[src/rtl/kernel_launcher.sv]
// Job scheduler in front of a single kernel core: queues jobs (init value + tag),
// launches them one at a time, waits for done with a timeout, and hands the result
// (or a timeout error) to a valid/ready output stream.
//
// state    | meaning
// ---------+-------------------------------------------------------------
// S_IDLE   | nothing in flight; pops the FIFO head when one is available
// S_LAUNCH | one-cycle k_start pulse carrying the job's init value
// S_RUN    | waiting for k_done; aborts after TIMEOUT RUN cycles
// S_OUT    | result held on the output stream until out_ready
module kernel_launcher #(
  parameter int DATA_W  = 64,
  parameter int TAG_W   = 4,
  parameter int DEPTH   = 4,
  parameter int TIMEOUT = 255
) (
  input  logic              clk,
  input  logic              rst_n,
  input  logic              in_valid,
  output logic              in_ready,
  input  logic [DATA_W-1:0] in_data,
  input  logic [TAG_W-1:0]  in_tag,
  output logic              out_valid,
  input  logic              out_ready,
  output logic [DATA_W-1:0] out_data,
  output logic [TAG_W-1:0]  out_tag,
  output logic              out_err,
  output logic              k_start,
  output logic [DATA_W-1:0] k_init,
  input  logic              k_done,
  input  logic [DATA_W-1:0] k_result,
  output logic              busy,
  output logic [15:0]       done_cnt
);

  localparam int AW = $clog2(DEPTH);
  localparam int CW = AW + 1;
  localparam logic [15:0] TMO_LAST = 16'(TIMEOUT - 1);

  typedef enum logic [1:0] {S_IDLE, S_LAUNCH, S_RUN, S_OUT} state_t;

  state_t state, state_next;

  logic [DATA_W-1:0] fifo_data [DEPTH];
  logic [TAG_W-1:0]  fifo_tag  [DEPTH];
  logic [AW-1:0]     wr_ptr, rd_ptr;
  logic [CW-1:0]     count, count_next;

  logic [DATA_W-1:0] job_data;
  logic [TAG_W-1:0]  job_tag;
  logic [15:0]       timer;
  logic              ready_q;

  logic push, pop, capture_ok, capture_err, fifo_nonempty;

  assign fifo_nonempty = (count != '0);
  // in_ready is registered so it reads 0 while reset is asserted
  assign in_ready      = ready_q;
  assign push          = in_valid && ready_q;
  assign count_next    = count + CW'(push) - CW'(pop);

  assign k_start   = (state == S_LAUNCH);
  assign k_init    = job_data;
  assign out_valid = (state == S_OUT);
  assign busy      = (state != S_IDLE) || fifo_nonempty;

  // Next-state logic; pops happen on IDLE->LAUNCH and OUT->LAUNCH only
  always_comb begin
    state_next  = state;
    pop         = 1'b0;
    capture_ok  = 1'b0;
    capture_err = 1'b0;
    unique case (state)
      S_IDLE: begin
        if (fifo_nonempty) begin
          pop        = 1'b1;
          state_next = S_LAUNCH;
        end
      end
      S_LAUNCH: state_next = S_RUN;
      S_RUN: begin
        // timer==0 is the first RUN cycle, where k_done may still be stale
        if (k_done && (timer != '0)) begin
          capture_ok = 1'b1;
          state_next = S_OUT;
        end else if (timer == TMO_LAST) begin
          capture_err = 1'b1;
          state_next  = S_OUT;
        end
      end
      S_OUT: begin
        if (out_ready) begin
          if (fifo_nonempty) begin
            pop        = 1'b1;
            state_next = S_LAUNCH;
          end else begin
            state_next = S_IDLE;
          end
        end
      end
      default: state_next = S_IDLE;
    endcase
  end

  // FIFO storage; contents are don't-care until written, so no reset
  always_ff @(posedge clk) begin
    if (push) begin
      fifo_data[wr_ptr] <= in_data;
      fifo_tag[wr_ptr]  <= in_tag;
    end
  end

  // FSM, FIFO bookkeeping, job/result registers and completion counter
  always_ff @(posedge clk or negedge rst_n) begin
    if (!rst_n) begin
      state    <= S_IDLE;
      wr_ptr   <= '0;
      rd_ptr   <= '0;
      count    <= '0;
      ready_q  <= 1'b0;
      job_data <= '0;
      job_tag  <= '0;
      timer    <= '0;
      out_data <= '0;
      out_tag  <= '0;
      out_err  <= 1'b0;
      done_cnt <= '0;
    end else begin
      state   <= state_next;
      count   <= count_next;
      ready_q <= (count_next != CW'(DEPTH));
      if (push) wr_ptr <= wr_ptr + 1'b1;
      if (pop) begin
        rd_ptr   <= rd_ptr + 1'b1;
        job_data <= fifo_data[rd_ptr];
        job_tag  <= fifo_tag[rd_ptr];
      end
      if (state == S_LAUNCH) timer <= '0;
      else if (state == S_RUN) timer <= timer + 1'b1;
      if (capture_ok) begin
        out_data <= k_result;
        out_tag  <= job_tag;
        out_err  <= 1'b0;
      end else if (capture_err) begin
        out_data <= '0;
        out_tag  <= job_tag;
        out_err  <= 1'b1;
      end
      if ((state == S_OUT) && out_ready) done_cnt <= done_cnt + 1'b1;
    end
  end

endmodule

[config.mk]
export PLATFORM = sky130hd
export DESIGN_NAME = kernel_launcher
export DESIGN_NICKNAME = d
export VERILOG_FILES = /design/src/rtl/kernel_launcher.sv
export SDC_FILE = /design/constraint.sdc
export NUM_CORES = 1
export LEC_CHECK = 0
export ABC_CLOCK_PERIOD_IN_PS = 2500
export BUFFER_PORTS_ARGS = -buffer_cell sky130_fd_sc_hd__buf_2
export CAP_MARGIN = 15
export CORE_UTILIZATION = 50
export CTS_CLUSTER_SIZE = 12
export DETAILED_ROUTE_END_ITERATION = 16
export GPL_TIMING_DRIVEN = 1
export PLACE_DENSITY = 0.82
export SLEW_MARGIN = 20
export SYNTH_ARGS = -nofsm -noshare
export SYNTH_HDL_FRONTEND = slang
export SYNTH_SLANG_ARGS = --single-unit
[constraint.sdc]
create_clock -name clk -period 2.5 [get_ports clk]
set_clock_uncertainty 0.1 [all_clocks]
set_input_delay 0.5 -clock clk [delete_from_list [all_inputs] [get_ports clk]]
set_output_delay 0.5 -clock clk [all_outputs]
set_load 0.1 [all_outputs]
==> impl_metrics.csv, run 1 <==
group,metric,value,unit
status,outcome,"finished, final reports clean",
synthesis,synth_top_area_share,47.95,%
detailed_routing,vias_per_cell,5.453,
synthesis,syn_area_per_cell,19.38,um^2
worst_setup_path,crit_required,2880,ps
global_routing,grt_pass1_vias,9650,
detailed_routing,via_count,9200,
finish,area_growth,21.78,%
cts,path_clk_slew,60,ps
placement,dp_slack,15.35,ps
cts,cts_root_buffer,"clkbuf_16",
timing,post-route-worst-setup-slack,72.71,ps
synthesis,synth_most_common_cell,"edfxtp_1",
hold_path,hold_path.class,"in2reg",
synthesis,seq_area_frac_synth,74.25,%
die,die-height,186.6,um
worst_setup_path,reg2reg_from,"state[0]",
synthesis,netlist_area,17030,um^2
detailed_routing,first_pass_iters,5,
placement,placed_cell_area,19350,um^2
synthesis,synth_nets,1032,
worst_setup_path,cp_max_fo,7,
finish,fillers,2367,
placement,dpl.cell_count,1600,
die,fp-row-count,67,
synthesis,yosys.area_share.xor_xnor,1.234,%
timing,fin_setup_tns,0,ps
timing,setup_viol,0,
synthesis,synth-edff-count,272,
detailed_routing,drt-initial-drc-count,449,
synthesis,synthFlopType,"edfxtp_1",
synthesis,synth_top_family_by_area,"multiplexers",
worst_setup_path,critPathLaunchType,"flip-flop",
worst_setup_path,path_cells,"buf_4 -> ha_4 -> a21oi_4 -> nor3_4 -> ha_4 -> inv_2 -> ha_4 -> fa_2 -> xnor2_2 -> xnor2_1 -> buf_4",
hold_path,min-delay-start,"in_data[52]",
detailed_routing,drcViolationCount,0,
worst_setup_path,cpMaxStageDelayCell,"dfrtp_1",
worst_setup_path,crit_buf_inv,3,
worst_setup_path,r2r_cells,11,
timing,finalMaxSlewViolations,0,
synthesis,synth_commonest_cells,"edfxtp_1, dfrtp_1, mux4_2",
global_routing,grt_pass1_wl,54170,um
synthesis,synthMuxAreaShare,14.29,%
timing,post-route-min-period,2427,ps
cts,cts.path.max_buffers,3,
synthesis,synth-compound-area-share,4.430,%
detailed_routing,routed_wl,34730,um
die,design.die.area,34810,um^2
synthesis,synth_cells,879,
placement,hpwl,22250,um
hold_path,whs_path_depth,1,
global_routing,grt_max_degree,69,
worst_setup_path,worst_setup_path_end_kind,"flip-flop",
worst_setup_path,cp_top_family,"adder cells",
worst_setup_path,rr_endpoint,"count[2]",
global_routing,gr-total-overflow,0,
cts,cts_buffers,45,
synthesis,ys_ff_latch,451,
die,core_area,33530,um^2
synthesis,synth_cell_types,49,
die,start_util,50.79,%
hold_path,min_to,"fifo_data[3][52]",
worst_setup_path,ff2ff_setup_slack,70,ps
synthesis,synth.area.top_cells,"edfxtp_1, dfrtp_1, mux4_2, mux2_2, a22o_1",
timing,slew-limit-headroom,55.86,%
cts,clock_sinks,451,
cts,clk_latency,540,ps
finish,fin_cells,1687,
detailed_routing,drtAntennaViolNets,0,
worst_setup_path,cpPeakStageDelay,390,ps
finish,final_layout_size_suffix_gt1_share,43.41,%
synthesis,yosys_warnings,0,
finish,final_area,20740,um^2
timing,tightest_slew,662.1,ps
worst_setup_path,critical_path_class,"reg2reg",
timing,hold_viol,0,
global_routing,grt_usage,20.29,%
cts,cts_tree,"built",
worst_setup_path,cp_data_arrival_time,2810,ps
finish,final_nets,1356,
synthesis,yosysTopAreaCell,"edfxtp_1",
synthesis,synth_fa_ha_area_share,1.219,%
worst_setup_path,worst_path_most_repeated_cell,"ha_4",
synthesis,synth-simple-area-share,2.865,%
placement,place_congestion,0.7874,
detailed_routing,wl_per_cell,20.59,um
global_routing,grt_antenna_before_repair,9,
die,die_x,186.6,um
timing,max_freq,412.0,MHz
synthesis,ys_async_sr_fraction,39.69,%
cts,h-tree-depth,2,
placement,portBuffers,289,
timing,period_share,97.09,%
run,drv_cap,0,
die,ios,290,
worst max-delay path by stage:
stage / slack [ps] / to / cells after the start / startpoint
floorplan: -110 / in_ready / 11 / state[1]
CTS: 2 / in_ready / 11 / state[1]
global route: -20 / in_ready / 11 / state[0]
detailed placement: 20 / k_init[13] / 7 / state[0]
global placement: 90 / k_init[51] / 7 / state[0]
finish: 70 / count[2] / 11 / state[0]
metal layers:
layer  vias to the layer above  routed length, um  track usage, %
met5                         -                 75               0
met3                        83               2957           6.865
li1                       4126                  -               -
met1                      4628              13330           24.19
met2                       351              17280           34.40
met4                        12               1088           7.251
area by class of cell:
class,count,area [um^2],area share (%)
antenna,2,5.005,0.02413
clock buffer,76,1304,6.285
clock inverter,5,36.28,0.1749
inverter,20,75.07,0.3619
multi-input combinational,365,4200,20.25
sequential,451,12660,61.02
tap,448,560.5,2.702
timing repair buffer,320,1904,9.181
cells by family (layout without fill, tap and decap cells):
| logic type | count (synthesis) | in the layout |
|---|---|---|
| compound gates | 93 | 93 |
| mux | 147 | 147 |
| other cells | 0 | 2 |
| fa+ha+maj | 16 | 16 |
| simple gates | 85 | 85 |
| xor+xnor | 24 | 24 |
| buf+inv | 63 | 421 |
| flops | 451 | 451 |
per-stage QoR:
stage | util, % | hold WS, ps
global placement | 57.70 | 366.3
detailed placement | 57.70 | 374.2
finish | 61.86 | 70.91
floorplan | - | 104.4
global route | 61.84 | 38.75
CTS | 61.78 | 36.53
timing repair:
item                                    in CTS  in global routing
setup buffers                                2                  1
resized for setup                            1                  5
endpoints found under the hold margin       60                  0
pin swaps                                    0                  3
endpoints found under the setup margin      40                 52
hold buffers                                 1                  0
flip-flops by register name, indices dropped and copies added, names as in the netlist:
signal     cells
state          2
timer         16
job_tag        4
done_cnt      16
out_err        1
k_init        64
fifo_tag      16
in_ready       1
wr_ptr         2
count          3
out_tag        4
rd_ptr         2
out_data      64
fifo_data    256
worst reg2reg max path, delay by kind of cell (launching register included):
family | cells | cell delay, ps
and+or+nand+nor | 1 | 80
AOI/OAI and AO/OA | 1 | 170
buffers and inverters | 3 | 340
adders and majority gates | 4 | 940
xor gates and xnor gates | 2 | 360
DFF | 1 | 390
layout by cell type (no fill, tap or decap), types with 2 or more instances in the layout:
master	instances
a22o_1	64
edfxtp_1	272
clkbuf_1	26
nor2_1	10
inv_1	18
nand2_1	18
o21ai_0	5
buf_4	14
dfrtp_4	2
and3_1	6
mux2_1	7
and3_4	4
a21oi_4	2
mux2_2	66
ha_4	3
dfrtp_1	175
buf_12	15
inv_2	2
diode_2	2
a21oi_1	7
mux2_4	4
mux2i_1	2
dfrtp_2	2
nor2b_1	2
clkbuf_16	46
nor3_1	7
clkbuf_8	5
o22ai_1	7
xor2_1	5
xnor2_1	18
ha_1	11
mux4_2	68
or3_1	2
nand3_1	10
buf_2	287
nand4_1	7
and4_1	2
a41oi_1	2
nor4_1	6
clkinv_2	4
Power of run 1 is left out: the tool's default activity adds up to more than one toggle a clock period on the data nets, which glitch-free logic cannot reach.
==> run 2: changes to the inputs <==
--- a/config.mk
+++ b/config.mk
@@ -13,6 +13,7 @@
 export DETAILED_ROUTE_END_ITERATION = 16
 export GPL_TIMING_DRIVEN = 1
 export PLACE_DENSITY = 0.82
+export SETUP_SLACK_MARGIN = 0.3
 export SLEW_MARGIN = 20
 export SYNTH_ARGS = -nofsm -noshare
 export SYNTH_HDL_FRONTEND = slang
==> run 2 against run 1 <==
  * First-iteration DRC count rose by 32%
  * Global-route usage increased by 0.87 points
  * Die area stayed put
  * Setup slack better by 100 ps
  * Worst hold slack worse by 25 ps
  * Via count increased by 2.4%
  * Register-to-register slack improved by 100 ps
  * Sequential share of layout area decreased by 1.4 points
  * Utilization increased by 1.5 points
  * Largest cell class unchanged
==> impl_metrics.csv, run 2 (synthesis results as in run 1) <==
group,metric,value,unit
hold_path,hold_path.class,"in2reg",
die,start_util,50.79,%
die,die_x,186.6,um
status,outcome,"finished, final reports clean",
finish,final_layout_size_suffix_gt1_share,45.84,%
detailed_routing,routed_wl,37230,um
cts,clk_latency,560,ps
worst_setup_path,path_cells,"ha_4 -> a21oi_4 -> nor3_4 -> ha_4 -> inv_2 -> ha_4 -> fa_2 -> xnor2_2 -> xnor2_1 -> nand2_1",
worst_setup_path,worst_setup_path_end_kind,"flip-flop",
cts,path_clk_slew,60,ps
global_routing,grt_usage,21.16,%
global_routing,grt_pass1_vias,9861,
worst_setup_path,crit_buf_inv,1,
worst_setup_path,cp_max_fo,5,
global_routing,gr-total-overflow,0,
cts,h-tree-depth,2,
cts,cts_root_buffer,"clkbuf_16",
worst_setup_path,cpPeakStageDelay,450,ps
finish,fillers,2281,
run,drv_cap,0,
finish,layout_common_cells,"buf_2, edfxtp_1, dfrtp_1, mux4_2, mux2_2",
global_routing,grtUsageMet1,26.48,%
global_routing,met2_usage,35.36,%
timing,post-route-min-period,2326,ps
detailed_routing,vias_per_cell,5.500,
timing,hold_viol,0,
global_routing,grt.busiest_layer,"met2",
finish,largest-register,"fifo_data",
finish,fin_util,63.37,%
worst_setup_path,crit_required,2840,ps
worst_setup_path,worst_path_most_repeated_cell,"ha_4",
finish,area_growth,24.76,%
cts,cts_tree,"built",
cts,cts_buffers,47,
global_routing,met3_usage,6.601,%
finish,largest_reg_flops,256,
worst_setup_path,rr_endpoint,"in_ready",
worst_setup_path,cp_data_arrival_time,2670,ps
placement,place_congestion,0.7805,
detailed_routing,via_count,9422,
detailed_routing,first_pass_iters,4,
timing,slew-limit-headroom,61.87,%
worst_setup_path,reg2reg_from,"state[1]",
timing,fin_setup_tns,0,ps
timing,period_share,93.05,%
die,design.die.area,34810,um^2
global_routing,grt_pass1_wl,56210,um
worst_setup_path,cp_top_family,"adder cells",
timing,max_freq,429.9,MHz
finish,final_nets,1379,
die,fp-row-count,67,
worst_setup_path,endpoint,"in_ready",
finish,layout_commonest_cell,"buf_2",
placement,portBuffers,289,
detailed_routing,drt-initial-drc-count,593,
timing,tightest_slew,575.9,ps
timing,setup_viol,0,
global_routing,grt_antenna_before_repair,6,
placement,hpwl,21810,um
cts,clock_sinks,451,
worst_setup_path,r2r_cells,10,
worst_setup_path,cpMaxStageDelayCell,"dfrtp_2",
die,core_area,33530,um^2
cts,cts.path.max_buffers,3,
timing,rsz0062_at_grt,"true",
worst_setup_path,critPathLaunchType,"flip-flop",
worst_setup_path,ff2ff_setup_slack,170,ps
detailed_routing,drcViolationCount,0,
detailed_routing,drtAntennaViolNets,0,
die,die-height,186.6,um
timing,finalMaxSlewViolations,0,
worst_setup_path,cp.depth,10,
die,ios,290,
hold_path,whs_path_depth,1,
worst_setup_path,critical_path_class,"reg2reg",
detailed_routing,wl_per_cell,21.73,um
worst_setup_path,crit_start,"state[1]",
global_routing,grt_max_degree,71,
[run 2: cell count changes in the layout (fill, tap and decap cells not counted), moves of 3 or more]
cell       change
dfrtp_2        +8
buf_12         +3
buf_16         +3
clkbuf_1       -3
clkbuf_16      +4
buf_4         +12
dfrtp_1        -8
[run 2: final cells by class]
cell class              count  area [um^2]  area share, %
flip-flops and latches    451        12670          59.61
clock buffers              74         1318          6.200
repair buffers            341         2246          10.57
diodes                      2        5.005        0.02355
clock inverters            12        127.6         0.6006
multi-input cells         365         4250          20.00
well taps                 448        560.5          2.638
inverters                  20        75.07         0.3533
[run 2: routing by layer]
layer | vias up | part of all wire [%]
met5 | - | 0.12
met4 | 8 | 2.9
met3 | 71 | 8.3
met2 | 388 | 50
met1 | 4792 | 39
li1 | 4163 | -
[run 2: what timing repair did]
action,4_1_cts,5_1_grt
endpoints found under the hold margin,21,0
hold buffers,1,0
endpoints found under the setup margin,123,72
gates cloned,3,3
pin swaps,6,9
gates resized for setup,21,15
setup buffers,6,11
[run 2: per-stage QoR]
stage | instance area [um^2] | instances | worst slack (ps) | hold WS [ps]
6_report | 21250 | 1713 | 173.8 | 45.42
5_1_grt | 21240 | 1711 | 122.4 | 23.90
4_1_cts | 21040 | 1697 | 188.4 | 17.46
3_5_place_dp | 19360 | 1601 | 46.40 | 331.9
3_3_place_gp | 19360 | 1601 | 112.6 | 331.3
2_1_floorplan | 17140 | 879 | -111.0 | 104.4
[run 2: worst min path at each step]
stage | start | endpoint | slack, ps
finish | in_data[40] | fifo_data[2][40] | 50
global route | in_data[40] | fifo_data[1][40] | 20
CTS | in_data[11] | fifo_data[0][11] | 20
detailed placement | rst_n | k_init[4] | 330
global placement | rst_n | k_init[4] | 330
floorplan | rst_n | count[0] | 100
Power of run 2 is left out for the same reason.
